[src/rtl/uart_resp_pkg.sv]
// Shared types and sizing for the UART response transmitter.
// UART_RESP_TX_PARITY_EN selects 8E1 framing (11 bits) instead of 8N1 (10 bits).
package uart_resp_pkg;

    typedef enum logic [1:0] {IDLE, HIGH_BYTE, LOW_BYTE} resp_tx_state_t;

    localparam int BAUD_DIV_DEFAULT = 2604;
`ifdef UART_RESP_TX_PARITY_EN
    localparam int FRAME_BITS = 11;
`else
    localparam int FRAME_BITS = 10;
`endif
    localparam int BAUD_CNT_W = 12;
    // Bits that follow the start bit: data LSB first, optional parity, stop.
    localparam int PAYLOAD_W  = FRAME_BITS - 1;

    function automatic logic [PAYLOAD_W-1:0] frame_payload(input logic [7:0] data);
`ifdef UART_RESP_TX_PARITY_EN
        return {1'b1, ^data, data};
`else
        return {1'b1, data};
`endif
    endfunction

endpackage

[src/rtl/uart_resp_tx_if.sv]
// Handshake and line signals between the command processor and the response transmitter.
// master = command processor side, slave = transmitter side.
interface uart_resp_tx_if;
    logic        send;
    logic [15:0] resp;
    logic        TX;
    logic        busy;
    logic        resp_sent;

    modport master (output send, resp, input TX, busy, resp_sent);
    modport slave  (input send, resp, output TX, busy, resp_sent);
endinterface

[src/rtl/uart_tx_byte.sv]
// Byte serializer: start bit, data LSB first, [even parity if UART_RESP_TX_PARITY_EN], stop bit.
// Latency: TX drives the start bit from the trmt edge; tx_done is high in the last clk of the stop bit.
// Backpressure: trmt is taken only when idle or in the tx_done cycle, so reloads are gap-free.
module uart_tx_byte
    import uart_resp_pkg::*;
#(
    parameter int BAUD_DIV = BAUD_DIV_DEFAULT
) (
    input  logic       clk,
    input  logic       rst,
    input  logic       trmt,
    input  logic [7:0] tx_data,
    output logic       TX,
    output logic       tx_done
);

    localparam logic [BAUD_CNT_W-1:0] BAUD_LAST = BAUD_CNT_W'(BAUD_DIV - 1);
    localparam logic [3:0]            BIT_LAST  = 4'(FRAME_BITS - 1);

    logic                  active_q, active_d;
    logic [BAUD_CNT_W-1:0] baud_cnt_q, baud_cnt_d;
    logic [3:0]            bit_cnt_q, bit_cnt_d;
    logic [PAYLOAD_W-1:0]  shift_q, shift_d;
    logic                  tx_q, tx_d;
    logic                  bit_end;

    always_comb begin
        bit_end    = active_q && (baud_cnt_q == BAUD_LAST);
        tx_done    = bit_end && (bit_cnt_q == BIT_LAST);
        active_d   = active_q;
        baud_cnt_d = baud_cnt_q;
        bit_cnt_d  = bit_cnt_q;
        shift_d    = shift_q;
        tx_d       = tx_q;

        if (active_q) begin
            baud_cnt_d = bit_end ? '0 : baud_cnt_q + BAUD_CNT_W'(1);
            if (tx_done) begin
                active_d  = 1'b0;
                bit_cnt_d = '0;
                tx_d      = 1'b1;
            end else if (bit_end) begin
                bit_cnt_d = bit_cnt_q + 4'd1;
                tx_d      = shift_q[0];
                shift_d   = {1'b1, shift_q[PAYLOAD_W-1:1]};
            end
        end

        // A load in the tx_done cycle overrides the return to idle.
        if (trmt && (!active_q || tx_done)) begin
            active_d   = 1'b1;
            baud_cnt_d = '0;
            bit_cnt_d  = '0;
            shift_d    = frame_payload(tx_data);
            tx_d       = 1'b0;
        end
    end

    always_ff @(posedge clk or posedge rst) begin
        if (rst) begin
            active_q   <= 1'b0;
            baud_cnt_q <= '0;
            bit_cnt_q  <= '0;
            shift_q    <= '1;
            tx_q       <= 1'b1;
        end else begin
            active_q   <= active_d;
            baud_cnt_q <= baud_cnt_d;
            bit_cnt_q  <= bit_cnt_d;
            shift_q    <= shift_d;
            tx_q       <= tx_d;
        end
    end

    assign TX = tx_q;

endmodule

[src/rtl/uart_resp_tx.sv]
// Sends a 16-bit response as two UART frames, high byte first (8E1 if UART_RESP_TX_PARITY_EN, else 8N1).
// Latency: start bit from the accepting edge; busy falls 2*FRAME_BITS*BAUD_DIV clks later.
// Backpressure: send is ignored while busy; resp_sent holds until the next accepted send.
module uart_resp_tx
    import uart_resp_pkg::*;
#(
    parameter int BAUD_DIV = BAUD_DIV_DEFAULT
) (
    input  logic           clk,
    input  logic           rst,
    uart_resp_tx_if.slave  bus
);

    resp_tx_state_t state_q, state_d;
    logic [7:0]     resp_lo_q, resp_lo_d;
    logic           busy_q, busy_d;
    logic           resp_sent_q, resp_sent_d;
    logic           trmt;
    logic [7:0]     tx_byte;
    logic           tx_done;
    logic           tx_line;

    always_comb begin
        state_d     = state_q;
        resp_lo_d   = resp_lo_q;
        busy_d      = busy_q;
        resp_sent_d = resp_sent_q;
        trmt        = 1'b0;
        tx_byte     = resp_lo_q;

        unique case (state_q)
            IDLE: begin
                // The high byte goes straight from the input so its start bit begins on the accept edge.
                if (bus.send && !busy_q) begin
                    state_d     = HIGH_BYTE;
                    resp_lo_d   = bus.resp[7:0];
                    busy_d      = 1'b1;
                    resp_sent_d = 1'b0;
                    trmt        = 1'b1;
                    tx_byte     = bus.resp[15:8];
                end
            end
            HIGH_BYTE: begin
                if (tx_done) begin
                    state_d = LOW_BYTE;
                    trmt    = 1'b1;
                end
            end
            LOW_BYTE: begin
                if (tx_done) begin
                    state_d     = IDLE;
                    busy_d      = 1'b0;
                    resp_sent_d = 1'b1;
                end
            end
            default: begin
                state_d = IDLE;
                busy_d  = 1'b0;
            end
        endcase
    end

    always_ff @(posedge clk or posedge rst) begin
        if (rst) begin
            state_q     <= IDLE;
            resp_lo_q   <= '0;
            busy_q      <= 1'b0;
            resp_sent_q <= 1'b0;
        end else begin
            state_q     <= state_d;
            resp_lo_q   <= resp_lo_d;
            busy_q      <= busy_d;
            resp_sent_q <= resp_sent_d;
        end
    end

    uart_tx_byte #(
        .BAUD_DIV (BAUD_DIV)
    ) u_tx_byte (
        .clk     (clk),
        .rst     (rst),
        .trmt    (trmt),
        .tx_data (tx_byte),
        .TX      (tx_line),
        .tx_done (tx_done)
    );

    assign bus.TX        = tx_line;
    assign bus.busy      = busy_q;
    assign bus.resp_sent = resp_sent_q;

endmodule

[src/flat_wrapper.sv]
// flat-port wrapper written by rule: the top's interface ports become plain ports
module uart_resp_tx_flat import uart_resp_pkg::*;
#(
    parameter int BAUD_DIV = BAUD_DIV_DEFAULT
)
  (clk, rst, bus_send, bus_resp, bus_TX, bus_busy, bus_resp_sent);
  uart_resp_tx_if bus_i ();
  input  logic clk;
  input  logic rst;
  input wire logic [$bits(bus_i.send)-1:0] bus_send;
  input wire logic [$bits(bus_i.resp)-1:0] bus_resp;
  output wire logic [$bits(bus_i.TX)-1:0] bus_TX;
  output wire logic [$bits(bus_i.busy)-1:0] bus_busy;
  output wire logic [$bits(bus_i.resp_sent)-1:0] bus_resp_sent;
  assign bus_i.send = bus_send;
  assign bus_i.resp = bus_resp;
  assign bus_TX = bus_i.TX;
  assign bus_busy = bus_i.busy;
  assign bus_resp_sent = bus_i.resp_sent;
  uart_resp_tx #(.BAUD_DIV(BAUD_DIV)) u_core (.clk(clk), .rst(rst), .bus(bus_i));
endmodule
[config.mk]
export PLATFORM = sky130hd
export DESIGN_NAME = uart_resp_tx_flat
export DESIGN_NICKNAME = d
export VERILOG_FILES = /design/src/rtl/uart_resp_pkg.sv /design/src/rtl/uart_resp_tx_if.sv /design/src/rtl/uart_tx_byte.sv /design/src/rtl/uart_resp_tx.sv /design/src/flat_wrapper.sv
export SDC_FILE = /design/constraint.sdc
export NUM_CORES = 1
export LEC_CHECK = 0
export CAP_MARGIN = 5
export CORE_MARGIN = 8
export CORE_UTILIZATION = 56
export CTS_CLUSTER_DIAMETER = 60
export DETAILED_ROUTE_END_ITERATION = 7
export GPL_TIMING_DRIVEN = 0
export PLACE_DENSITY = 0.77
export SLEW_MARGIN = 20
export SYNTH_ARGS = -nofsm -noshare
export SYNTH_HDL_FRONTEND = slang
export SYNTH_HIERARCHICAL = 1
export SYNTH_SLANG_ARGS = --single-unit
export TNS_END_PERCENT = 20
[constraint.sdc]
create_clock -name clk -period 3.65 [get_ports clk]
set_input_delay 0.73 -clock clk [delete_from_list [all_inputs] [get_ports clk]]
set_output_delay 0.73 -clock clk [all_outputs]
set_load 0.005 [all_outputs]
==> flow_summary_export.csv <==
group,metric,value,unit
run_status,status,"completed",
final_layout,fill_cells,307,
route,routed_via_density,5.39,
power_and_ir_drop,p_sw_share,21.1,%
sta,hold_violations,0,
critical_path,worstPathCellList,"nor4b_4 > nand4_2 > buf_6 > nor2_1 > nand2_1 > a21oi_1 > clkbuf_1 > and4b_1 > a41oi_4 > mux2_2 > mux2_4",
clock_network,cts_tree,"yes",
sta,max_slew_margin,40.1,%
critical_path,crit_cells,11,
synth,yosysWarningCount,6,
route,routedWlPerCell,14.1,um
power_and_ir_drop,power.switching,164,uW
critical_path,critPathCaptureType,"flip-flop",
synth,synth_top_family_by_area,"simple AND/OR/NAND/NOR gates",
critical_path,worst-r2r-cell-count,11,
clock_network,clock-sinks,38,
critical_path,cp_max_fo,10,
power_and_ir_drop,pwr-share-comb,5.8,%
placement,placed_area,0.00236,mm^2
placement,place_congestion,0.813,
placement,hpwl,2.95,mm
critical_path,required,3.87,ns
sta,fin_crit_sh,93.0,%
critical_path,critPathArrivalTime,3.61,ns
synth,synthSimpleGateAreaFrac,25.4,%
clock_network,cts_root_buf,"clkbuf_8",
critical_path,cp_slowest_cell,"dfrtp_1",
critical_path,path_delay_family,"simple AND/OR/NAND/NOR gates",
sta,hold_ws,0.466,ns
final_layout,drive_above_1_share,20.0,%
floorplan,coreArea,0.00363,mm^2
clock_network,htree_num_levels,2,
route,dr.first_iter.drc_count,69,
placement,dp.cells,279,
route,firstDrtPassIters,4,
floorplan,start_util,57.5,%
critical_path,cp-start-kind,"flip-flop",
floorplan,dieArea,0.00594,mm^2
power_and_ir_drop,ir_drop,250,uV
power_and_ir_drop,pwr-share-clk,38.0,%
critical_path,slowest_delay,0.46,ns
sta,setup_tns,0,ns
synth,synth_compound_area_share,10.5,%
placement,port_buffers,21,
grt,grt_first_pass_wirelength,7.03,mm
sta,fmaxAchievable,295,MHz
grt,antenna_found_initial,0,
grt,grt_max_degree,27,
final_layout,finish.net_count,261,
synth,synth.net_count,232,
power_and_ir_drop,leakage,1.10,nW
synth,syn_area,0.00209,mm^2
power_and_ir_drop,p_int,613,uW
sta,final-setup-viol-count,0,
synth,synthMuxAreaShare,9.35,%
synth,synth_xor_area_share,2.94,%
power_and_ir_drop,cellPowerDensity,315,mW/mm^2
floorplan,die_h,77.1,um
grt,grt.overflow.total,0,
floorplan,die_w,77.1,um
clock_network,cts_buffer_depth,2,
synth,ys_seq_area_share,46.1,%
final_layout,mostFrequentLayoutCells,"nand2_1, dfrtp_1, clkdlybuf4s50_1",
hold_path,hold_class,"flip-flop to flip-flop",
synth,ys_types,50,
sta,layout_min_cycle_time,3.40,ns
clock_network,cts_hold_buf,0,
final_layout,antenna_cells,0,
floorplan,rows,22,
power_and_ir_drop,seq_power_share,56.1,%
critical_path,crit_buf_inv,2,
power_and_ir_drop,total_power,777,uW
critical_path,critPathKind,"flip-flop to flip-flop",
synth,synth_flop_cell,"dfrtp_1",
sta,tightestPinTransition,0.892,ns
route,num_vias,1553,
grt,track_usage,14.5,%
hold_path,hold_depth,2,
clock_network,path_clk_slew,0.07,ns
synth,async_flop_share,100,%
final_layout,finalInstanceArea,0.00246,mm^2
route,wl,4.05,mm
final_layout,area_delta_synth_final,18.0,%
floorplan,io_pins,22,
sta,slew_viol_final,0,
route,drc,0,
clock_network,clk-insertion-delay-late,0.29,ns
synth,ys_seq_elements,38,
sta,fin_skew,0.00563,ns
grt,grt_pass1_vias,1500,
run,drv_cap,0,
synth,synthAdderAreaFrac,1.80,%
synth,avgSynthCellArea,9.94,um^2
final_layout,final_common_cell,"nand2_1",
sta,grt_setup_unrepaired,"no",
route,ant_nets,0,
final_layout,finalNonFillerCells,288,
synth,synthCells,210,
synth,synth_edf_count,0,
clock_network,cts_inserted_buffers,5,
[sequential cells by signal, indices dropped and copies added (netlist names)]
name	cells
u_core/u_tx_byte/baud_cnt_q	12
u_core/resp_lo_q	8
u_core/u_tx_byte/shift_q	8
u_core/u_tx_byte/bit_cnt_q	4
u_core/state_q	2
u_core/bus.busy	1
u_core/bus.resp_sent	1
u_core/u_tx_byte/TX	1
u_core/u_tx_byte/active_q	1
[power by group through the flow]
stage                     sequential, mW  combinational [mW]  clock [mW]
after detailed placement           0.444              0.0464           0
after CTS                          0.436              0.0466       0.307
after floorplan                    0.443              0.0208           0
after global routing               0.437              0.0513       0.324
final                              0.436              0.0454       0.295
after global placement             0.443              0.0457           0
[stage by stage]
step | worst slack (ns) | utilization (%)
after global routing | 0.0263 | 67.8
after global placement | 0.153 | 64.9
final | 0.254 | 67.8
after floorplan | 0.669 | -
after detailed placement | 0.135 | 64.9
after CTS | 0.0848 | 67.4
[logic make-up (layout without fill, tap and decap cells)]
family | count (synthesis) | in the layout
xor gates and xnor gates | 7 | 7
adders and majority gates | 3 | 3
muxes | 15 | 15
AOI/OAI and AO/OA | 31 | 31
DFF | 38 | 38
buffers and inverters | 19 | 49
and+or+nand+nor | 97 | 97
[worst paths after layout]
| kind | startpoint | slack [ns] | to |
|---|---|---|---|
| min | u_core/resp_lo_q[5] | 0.47 | u_core/resp_lo_q[5] |
| max reg2reg | u_core/u_tx_byte/baud_cnt_q[10] | 0.25 | u_core/u_tx_byte/shift_q[6] |
| max in group asynchronous | rst | 2.35 | u_core/u_tx_byte/baud_cnt_q[7] |
| min reg2reg | u_core/resp_lo_q[5] | 0.47 | u_core/resp_lo_q[5] |
| min in group asynchronous | rst | 0.81 | u_core/resp_lo_q[7] |
| max | u_core/u_tx_byte/baud_cnt_q[10] | 0.25 | u_core/u_tx_byte/shift_q[6] |
[cells in the mapped netlist (2+ instances only)]
library cell,n,area share (%)
inv_1,12,2.2
nand3_1,8,1.9
or3_1,3,0.90
o22ai_1,2,0.60
a21oi_1,9,2.2
nand4_1,4,1.2
nor4b_4,2,2.3
and3_1,2,0.60
dfstp_2,9,11
and3b_1,2,0.84
nor2_1,9,1.6
xor2_1,5,2.1
xnor2_1,2,0.84
mux2_4,7,5.0
clkbuf_1,4,0.72
ha_1,3,1.8
o21ai_0,8,1.9
mux2_2,8,4.3
buf_2,2,0.48
nand2_1,51,9.2
dfrtp_1,29,35
[layout make-up]
cell class,instances,area [um^2],area share [%]
plain buffers,7,36.3,1.47
clock buffers,7,86.3,3.50
clock inverters,1,5.00,0.203
inverters,12,45.0,1.83
multi-input cells,153,1050,42.7
flip-flops and latches,38,962,39.0
well taps,48,60.1,2.44
repair buffers,22,218,8.83
[routing by layer]
| layer | routed length [um] | GRT usage, % | part of all wire, % |
|---|---|---|---|
| met1 | 1990 | 19.1 | 49 |
| met2 | 1890 | 22.3 | 47 |
| met3 | 127 | 3.96 | 3.1 |
| met4 | 46 | 5.09 | 1.1 |
| met5 | 0 | 0 | 0 |
[worst reg2reg max path, cell delays in order (launching register included)]
cell	delay, ns
dfrtp_1	0.46
nor4b_4	0.45
nand4_2	0.21
buf_6	0.20
nor2_1	0.29
nand2_1	0.09
a21oi_1	0.14
clkbuf_1	0.34
and4b_1	0.32
a41oi_4	0.22
mux2_2	0.33
mux2_4	0.26
[repair_timing]
action,CTS,global route
gates resized for setup,0,2
setup buffers,0,1
endpoints found under the hold margin,0,0
endpoints found under the setup margin,0,7
(Power assumes the default switching activity.)
